$ cat config.mk
export PLATFORM = sky130hd
export DESIGN_NAME = alu_op_sequencer
export DESIGN_NICKNAME = d
export VERILOG_FILES = /design/src/rtl/alu_op_sequencer.sv
export SDC_FILE = /design/constraint.sdc
export NUM_CORES = 1
export LEC_CHECK = 0
export BUFFER_PORTS_ARGS = -buffer_cell sky130_fd_sc_hd__clkbuf_2
export CAP_MARGIN = 40
export CORE_AREA = 4 4 87 170
export CTS_BUF_LIST = sky130_fd_sc_hd__clkbuf_4 sky130_fd_sc_hd__clkbuf_8
export DETAILED_ROUTE_END_ITERATION = 8
export DIE_AREA = 0 0 91 174
export GPL_TIMING_DRIVEN = 0
export PLACE_DENSITY = 0.75
export SYNTH_ARGS = -nofsm -noshare
export SYNTH_HDL_FRONTEND = slang
export SYNTH_SLANG_ARGS = --single-unit
$ cat constraint.sdc
create_clock -name clk -period 8.3 [get_ports clk]
set_input_delay 0.415 -clock clk [delete_from_list [all_inputs] [get_ports clk]]
set_output_delay 0.415 -clock clk [all_outputs]
set_load 0.03 [all_outputs]
$ cat src/rtl/alu_op_sequencer.sv
// Multi-cycle ALU op sequencer: single-cycle add/sub/and/or/shl, iterative shift-add mul.
// Optional macro ALU_SEQ_MUL_EARLY_EXIT_EN ends mul once the remaining multiplier bits are zero.
module alu_op_sequencer #(
  parameter int DATA_WIDTH = 16,
  parameter int CNT_WIDTH  = 5
) (
  input  logic                  clk,
  input  logic                  rst_n,
  input  logic                  flush,
  input  logic                  in_valid,
  output logic                  in_ready,
  input  logic [2:0]            alu_ctrl,
  input  logic [DATA_WIDTH-1:0] op_a,
  input  logic [DATA_WIDTH-1:0] op_b,
  output logic                  out_valid,
  input  logic                  out_ready,
  output logic [DATA_WIDTH-1:0] result,
  output logic                  zero,
  output logic                  illegal,
  output logic                  busy
);

  typedef enum logic [1:0] {IDLE, MUL, DONE} state_t;

  localparam logic [2:0] OP_ADD = 3'b000;
  localparam logic [2:0] OP_SUB = 3'b001;
  localparam logic [2:0] OP_AND = 3'b010;
  localparam logic [2:0] OP_OR  = 3'b011;
  localparam logic [2:0] OP_SHL = 3'b100;
  localparam logic [2:0] OP_MUL = 3'b101;

  state_t                  state;
  logic [DATA_WIDTH-1:0]   mcand;
  logic [DATA_WIDTH-1:0]   mplier;
  logic [DATA_WIDTH-1:0]   acc;
  logic [CNT_WIDTH-1:0]    cnt;

  logic [DATA_WIDTH-1:0]   acc_step;
  logic [DATA_WIDTH-1:0]   mplier_shr;
  logic                    mul_last;
  logic [DATA_WIDTH:0]     single_res;

  // Single-cycle ops; MSB of the return value flags an illegal code (result forced to 0).
  function automatic logic [DATA_WIDTH:0] alu_eval(
    input logic [2:0]            ctrl,
    input logic [DATA_WIDTH-1:0] a,
    input logic [DATA_WIDTH-1:0] b
  );
    logic [DATA_WIDTH:0] r;
    r = '0;
    case (ctrl)
      OP_ADD:  r[DATA_WIDTH-1:0] = a + b;
      OP_SUB:  r[DATA_WIDTH-1:0] = a - b;
      OP_AND:  r[DATA_WIDTH-1:0] = a & b;
      OP_OR:   r[DATA_WIDTH-1:0] = a | b;
      OP_SHL:  r[DATA_WIDTH-1:0] = a << b[3:0];
      default: r[DATA_WIDTH]     = 1'b1;
    endcase
    return r;
  endfunction

  assign single_res = alu_eval(alu_ctrl, op_a, op_b);
  assign acc_step   = mplier[0] ? (acc + mcand) : acc;
  assign mplier_shr = mplier >> 1;

`ifdef ALU_SEQ_MUL_EARLY_EXIT_EN
  assign mul_last = (cnt == CNT_WIDTH'(DATA_WIDTH - 1)) || (mplier_shr == '0);
`else
  assign mul_last = (cnt == CNT_WIDTH'(DATA_WIDTH - 1));
`endif

  always_ff @(posedge clk or negedge rst_n) begin
    if (!rst_n) begin
      state     <= IDLE;
      in_ready  <= 1'b1;
      out_valid <= 1'b0;
      busy      <= 1'b0;
      result    <= '0;
      zero      <= 1'b0;
      illegal   <= 1'b0;
      mcand     <= '0;
      mplier    <= '0;
      acc       <= '0;
      cnt       <= '0;
    end else if (flush) begin
      state     <= IDLE;
      in_ready  <= 1'b1;
      out_valid <= 1'b0;
      busy      <= 1'b0;
    end else begin
      case (state)
        IDLE: begin
          if (in_valid && in_ready) begin
            in_ready <= 1'b0;
            busy     <= 1'b1;
            if (alu_ctrl == OP_MUL) begin
              state  <= MUL;
              mcand  <= op_a;
              mplier <= op_b;
              acc    <= '0;
              cnt    <= '0;
            end else begin
              state     <= DONE;
              out_valid <= 1'b1;
              result    <= single_res[DATA_WIDTH-1:0];
              illegal   <= single_res[DATA_WIDTH];
              zero      <= (single_res[DATA_WIDTH-1:0] == '0);
            end
          end
        end
        MUL: begin
          acc    <= acc_step;
          mcand  <= mcand << 1;
          mplier <= mplier_shr;
          cnt    <= cnt + 1'b1;
          if (mul_last) begin
            state     <= DONE;
            out_valid <= 1'b1;
            result    <= acc_step;
            illegal   <= 1'b0;
            zero      <= (acc_step == '0);
          end
        end
        DONE: begin
          // Result stays put until the consumer takes it; in_ready returns a cycle later.
          if (out_ready) begin
            state     <= IDLE;
            out_valid <= 1'b0;
            in_ready  <= 1'b1;
            busy      <= 1'b0;
          end
        end
        default: begin
          state     <= IDLE;
          in_ready  <= 1'b1;
          out_valid <= 1'b0;
          busy      <= 1'b0;
        end
      endcase
    end
  end

endmodule

==> summary.txt, run 1 <==
Seq/Total Area, Yosys = 0.289
Share of the synthesized area in the top cell type = 0.285
First-pass iteration count of the detailed router = 5
Initial antenna violation count = 0
Final setup vio count = 0
Peak supply drop = 0.103 mV
Core Area = 13500 µm²
Worst EP arrival = 5.33 ns
Post-synth ARST share = 1.00
Yosys Warn Count = 0
Max clock buf depth = 2
Vias = 6598
Final Wtd Congestion = 1.08
RR Endpoint = result[12]$_DFFE_PN0P_
RSZ-0062 raised after global routing = false
Chip height = 174 µm
Syn nets = 878
CTS Root Cell = clkbuf_8
Cell leakage power = 3.14 nW
Syn Inst Count = 800
Resized cells post-CTS = 0
Global-route wire length before repair = 37500 µm
Finished Layout Cells = 1031
I/O Pins = 61
CP Capture Type = flop
CTS tree = done
GRT Util Overall = 0.306
Cell Pwr Density = 313 nW/µm²
Synth Flop Type = dfrtp_1
Detailed placer's ending HPWL = 19400 µm
Max H-tree Level = 3
Vias in the first global route = 6778
Worst-path clk slew = 0.08 ns
R2R Path Start = mcand[0]$_DFFE_PN0P_
Width of the die = 91 µm
Vias per std cell = 6.40
Post-layout worst setup margin = 3.19 ns
Cts bufs inserted = 9
Fin Clk Skew = 0.0133 ns
Grt ovf = 0
Min-delay worst type = in -> reg
Critical path data required time = 8.53 ns
Max Clk Rate = 0.196 GHz
Crit path time final = 5.11 ns
Pre-CTS setup slack = 2.96 ns
Area Growth Syn to Fin = 11.1%
Hold Vio Cnt, Final = 0
Max-cap violations = 0
Maximum fanout along the worst path = 10
CP Class = in -> reg
Slew @ Worst Pin = 0.941 ns
Initial DRC Count = 387
Drc violations = 0
R2R setup slack = 4.99 ns
Post-Syn Area per Cell = 8.24 µm²
Final Slew Violations = 0
R2R depth = 10
Post-CTS setup buffers = 0
FF+latch count, synth = 76
Relative slew margins = 0.364
Synth cell types = 73
Share of cells above drive strength 1 = 0.137
DP Cell Count = 1014
Largest net degree at the start of global routing = 62
Synth area leaders = dfrtp_1 (28%), ha_1 (6.8%), nor2_1 (5.6%), nand2_1 (5.0%), mux4_2 (4.1%)
Cell taking the most area after synthesis = dfrtp_1
Worst Setup SP = alu_ctrl[2]
# rows = 60
TritonCTS Sinks = 76
Routed WL per cell = 23.2 µm
Diodes inserted = 0
Worst skew pair latency = 0.37 ns
Number of synthesized flops with an enable pin = 0
CP Launch Type = primary input
Final Cycle Share = 0.615
Post-route ant nets = 0
CTS Hold Bufs = 1
WL final = 23900 µm
Status = finished, final reports clean
Initial Util = 0.488
Die area = 15800 µm²
Port bufs = 57
Final Net Count = 949
Setup TNS = 0 ns
Synthesized cell area = 6600 µm²
Worst setup path end = result[10]$_DFFE_PN0P_
==> kinds of logic after synthesis <==
group           after synthesis  share of synthesized area
flops                        76                      0.289
xor+xnor                     31                     0.0412
buf+inv                      72                     0.0438
simple gates                314                      0.230
fa+ha+maj                    50                     0.0926
mux                          44                     0.0926
compound gates              213                      0.212
==> cell usage after synthesis (4+ instances only) <==
cell and number:
nor2_1 99, nand2_1 87, dfrtp_1 75, o21ai_0 53, nor3_1 45, a21oi_1 42, clkbuf_1 42, ha_1 36
xnor2_1 22, a31oi_1 20, inv_1 19, mux2_2 16, mux2i_1 16, maj3_1 12, mux4_2 12, nand3_1 12
nor2b_1 12, a211oi_1 11, o31ai_1 11, nand2b_1 9, xor2_1 9, a22oi_1 8, a311oi_1 8, o211ai_1 8
o21a_1 8, a22o_1 7, buf_2 6, nor4_1 6, a21o_1 4, a221oi_1 4, and3_1 4, nand3b_1 4
nand4_1 4
==> state kept, by name, summed over array words and instances (netlist names), 2 cells and up <==
register  flops
acc          16
cnt           5
mcand        16
mplier       16
result       16
state         2
==> cells in the final DEF (no fill, tap or decap), drive strengths merged, types with 11 or more instances in the layout <==
cell type  instances
a31oi             20
nor2b             12
o21ai             55
xnor2             22
nor2              99
ha                36
o31ai             11
a211oi            12
mux2i             16
dfrtp             75
maj3              12
mux4              12
inv               20
nand3             12
buf               12
mux2              16
nand2             87
clkbuf           110
nor3              45
a21oi             42
==> worst min-delay path by stage <==
stage | start | endpoint | slack [ns] | cells after the start
after floorplan | rst_n | acc[0]$_DFFE_PN0P_ | 0.12 | 0
after global placement | mplier[15]$_DFFE_PN0P_ | mplier[15]$_DFFE_PN0P_ | 0.46 | 2
after detailed placement | rst_n | mplier[14]$_DFFE_PN0P_ | 0.33 | 1
after CTS | out_ready | state[1]$_DFFE_PN0P_ | 0.25 | 2
after global routing | out_ready | state[1]$_DFFE_PN0P_ | 0.26 | 2
final | out_ready | state[1]$_DFFE_PN0P_ | 0.25 | 2
==> report_power, final <==
group	leakage, nW	total [W]	internal [W]	switching, W
clock	0.102	0.000302	0.000156	0.000146
combinational	2.10	0.00134	0.000497	0.000842
sequential	0.937	0.000650	0.000527	0.000123
total	3.14	0.00229	0.00118	0.00111
==> routing by layer <==
| metal | global-route usage | wire length, µm | up-vias | share of wire |
|---|---|---|---|---|
| met5 | 0 | 0 | - | 0 |
| met4 | 0.216 | 1780 | 0 | 0.074 |
| met3 | 0.0264 | 778 | 85 | 0.033 |
| met2 | 0.575 | 13100 | 234 | 0.55 |
| met1 | 0.307 | 8240 | 3190 | 0.34 |
| li1 | - | - | 3089 | - |
==> cell type report <==
cell class                      instances  area (µm²)
Fill cell                            1275        6180
Multi-Input combinational cell        652        4400
Sequential cell                        76        1900
Timing Repair Buffer                   60         330
Buffer                                 52         214
Tap cell                              155         194
Clock buffer                           11         151
Inverter                               20        75.1
Clock inverter                          5        58.8
==> per-stage QoR <==
| step | total power, W | area (µm²) | util | hold WS, ns |
|---|---|---|---|---|
| 2_1_floorplan | 0.00157 | 6600 | - | 0.119 |
| 3_3_place_gp | 0.00194 | 7070 | 0.524 | 0.461 |
| 5_1_grt | 0.00245 | 7330 | 0.542 | 0.258 |
| 3_5_place_dp | 0.00196 | 7110 | 0.526 | 0.327 |
| 4_1_cts | 0.00227 | 7330 | 0.542 | 0.247 |
| 6_report | 0.00229 | 7330 | 0.542 | 0.250 |
==> worst max-delay path: stages <==
cell	delay, ns
clkbuf_2	0.15
clkbuf_1	0.30
nor2_1	0.21
clkbuf_1	0.47
and2_1	0.20
clkbuf_1	0.46
nor2_1	0.13
xnor2_1	0.15
ha_1	0.33
nor2b_1	0.17
o2111a_1	0.28
o31a_1	0.28
o41ai_1	0.77
mux2i_1	0.31
o21ai_0	0.18
o21ai_0	0.38
o21ai_0	0.13
Note: power is estimated with default switching activity, not from simulation.
==> run 2, diff against run 1 <==
==> constraint.sdc (replaced) <==
create_clock -name clk -period 5 [get_ports clk]
set_input_delay 0.25 -clock clk [delete_from_list [all_inputs] [get_ports clk]]
set_output_delay 0.25 -clock clk [all_outputs]
set_load 0.03 [all_outputs]
==> run 2 against run 1 <==
Against the previous run:
- routed wire length is 0.31% higher
- critical endpoint unchanged
- sequential share of layout area about the same
- die area stayed put
- non-clock buffer count stayed put
- global-route usage is the same
- critical path type unchanged
- largest power group unchanged
==> summary.txt, run 2 (same netlist as run 1, synthesis figures left out) <==
Final setup vio count = 0 (unchanged)
Vias per std cell = 6.43 (+0.50%)
Final Net Count = 949 (unchanged)
Final core occ = 0.543 (+0.000556)
Max clock buf depth = 2 (unchanged)
Width of the die = 91 µm (unchanged)
Met1 Use GR = 0.307 (unchanged)
Vias in the first global route = 6778 (unchanged)
Cts bufs inserted = 9 (unchanged)
Worst-path clk slew = 0.08 ns (about the same)
Final Cycle Share = 0.919
Min Hold Slack = 0.0877 ns (-0.162 ns)
Setup TNS = 0 ns (unchanged)
Hold-critical path depth = 2 (unchanged)
Max Clk Rate = 0.218 GHz
Final Slew Violations = 0 (unchanged)
Switch Pwr = 0.00184 W (+66%)
Cell internal pwr = 0.00196 W (+66%)
Post-route ant nets = 0 (unchanged)
Detailed placer's ending HPWL = 19400 µm (unchanged)
Initial antenna violation count = 0 (unchanged)
R2R setup slack = 1.67 ns (-3.32 ns)
R2R Path Start = mcand[0]$_DFFE_PN0P_
Layout fillers = 1275 (unchanged)
I/O Pins = 61 (unchanged)
Busiest grt layer = met2
Grt ovf = 0 (unchanged)
Overall Power = 0.00380 W (+66%)
DP Cell Count = 1014 (unchanged)
Global-route wire length before repair = 37500 µm (unchanged)
Delay-heaviest family, CP = compound AO/OA/AOI/OAI gates
Final Wtd Congestion = 1.08 (unchanged)
Slew @ Worst Pin = 0.793 ns (-0.148 ns)
Cell leakage power = 3.15 nW (+0.13%)
First-pass iteration count of the detailed router = 5 (unchanged)
Sw Share = 0.484 (about the same)
Crit path time final = 4.59 ns
GRT Util Overall = 0.306 (unchanged)
Vias = 6631 (+0.50%)
Hold Vio Cnt, Final = 0 (unchanged)
Largest net degree at the start of global routing = 62 (unchanged)
Gate power share = 0.584 (about the same)
Most frequent cells in the layout = nor2_1 (99), nand2_1 (87), dfrtp_1 (75)
Hold Path End = state[1]$_DFFE_PN0P_
Port bufs = 57 (unchanged)
Min-delay worst type = in -> reg
Critical path data required time = 5.23 ns (-3.30 ns)
R2R depth = 10 (unchanged)
CTS Root Cell = clkbuf_8
Flop pwr share = 0.284 (about the same)
Peak supply drop = 0.170 mV (+66%)
Hold wc startpoint = out_ready
Fin Clk Skew = 0.0103 ns (-0.00298 ns)
Worst EP arrival = 4.82 ns (-0.51 ns)
Post-CTS setup buffers = 0 (unchanged)
# rows = 60 (unchanged)
FF/Latch Area = 1900 µm² (unchanged)
Multi-input gate area = 4410 µm² (+0.17%)
CP Class = in -> reg
Finished Layout Cells = 1031 (unchanged)
Diodes inserted = 0 (unchanged)
Initial DRC Count = 394 (+1.8%)
RSZ-0062 raised after global routing = false
Max-cap violations = 0 (unchanged)
Max H-tree Level = 3 (unchanged)
Max stage delay on crit path = 0.48 ns (-0.29 ns)
Clock network power share = 0.131 (about the same)
Initial Util = 0.488 (unchanged)
Crit-path slowest cell = clkbuf_1
GRT met2 Usage = 0.575 (unchanged)
Cell Pwr Density = 518 nW/µm² (+66%)
Maximum fanout along the worst path = 10 (unchanged)
Bufs and invs on worst path = 4 (unchanged)
Chip height = 174 µm (unchanged)
TritonCTS Sinks = 76 (unchanged)
Area Growth Syn to Fin = 11.3%
Commonest non-fill, non-tap cell in the layout = nor2_1
Relative slew margins = 0.466 (+0.102)
Drc violations = 0 (unchanged)
Crit-path cells = clkbuf_2 > clkbuf_1 > nor2_1 > clkbuf_1 > and2_1 > clkbuf_1 > nor2_1 > xnor2_1 > ha_1 > nor2b_1 > o2111a_1 > o31a_1 > o41ai_2 > mux2i_1 > o21ai_0 > o21ai_0 > o21ai_0
Die area = 15800 µm² (unchanged)
RR Endpoint = result[12]$_DFFE_PN0P_
Worst skew pair latency = 0.36 ns (about the same)
Status = finished, final reports clean
WL final = 24000 µm (+0.31%)
M3 GR Usage = 0.0264 (unchanged)
CTS tree = done
Core Area = 13500 µm² (unchanged)
Share of cells above drive strength 1 = 0.138 (+0.00114)
CP Launch Type = primary input
Routed WL per cell = 23.2 µm (+0.31%)
CP Capture Type = flop
run 2: cell types whose count changed in the layout (fill, tap and decap cells not counted):
| cell | delta |
|---|---|
| o41ai_1 | -1 |
| o41ai_2 | +1 |
run 2: worst max path at each step:
stage / from / to / slack (ns) / cells after the start
6_report: alu_ctrl[2] / result[10]$_DFFE_PN0P_ / 0.41 / 17
5_1_grt: alu_ctrl[2] / zero$_DFFE_PN0P_ / 0.18 / 18
4_1_cts: alu_ctrl[2] / result[10]$_DFFE_PN0P_ / 0.16 / 17
3_5_place_dp: alu_ctrl[2] / result[10]$_DFFE_PN0P_ / -0.18 / 17
3_3_place_gp: alu_ctrl[2] / result[10]$_DFFE_PN0P_ / -0.25 / 17
2_1_floorplan: alu_ctrl[2] / zero$_DFFE_PN0P_ / 1.41 / 17
run 2: stage by stage:
stage	area, µm²	worst slack [ns]
detailed placement	7110	-0.179
floorplan	6600	1.41
global placement	7070	-0.255
CTS	7330	0.160
finish	7340	0.406
global route	7340	0.182
run 2: layout make-up:
type / count / share of cell area
Clock inverter: 5 / 0.00802
Multi-Input combinational cell: 652 / 0.601
Buffer: 52 / 0.0292
Sequential cell: 76 / 0.259
Clock buffer: 11 / 0.0206
Timing Repair Buffer: 60 / 0.0450
Tap cell: 155 / 0.0264
Inverter: 20 / 0.0102
run 2: layer usage:
| metal | vias up | share of wire | wire, µm |
|---|---|---|---|
| li1 | 3089 | - | - |
| met1 | 3215 | 0.34 | 8240 |
| met2 | 233 | 0.54 | 13100 |
| met3 | 94 | 0.035 | 834 |
| met4 | 0 | 0.077 | 1840 |
| met5 | - | 0 | 0 |
run 2: repair_timing:
item                       CTS  global route
setup endpoints to repair    0             3
hold endpoints to repair    15             0
gates resized for setup      0             1
hold buffers                 1             0
run 2: power by group through the flow:
| stage | combinational, W | sequential, W | clock (W) |
|---|---|---|---|
| 3_3_place_gp | 0.00214 | 0.00108 | 0 |
| 5_1_grt | 0.00242 | 0.00111 | 0.000527 |
| 2_1_floorplan | 0.00144 | 0.00117 | 0 |
| 6_report | 0.00222 | 0.00108 | 0.000500 |
| 3_5_place_dp | 0.00217 | 0.00109 | 0 |
| 4_1_cts | 0.00219 | 0.00108 | 0.000502 |
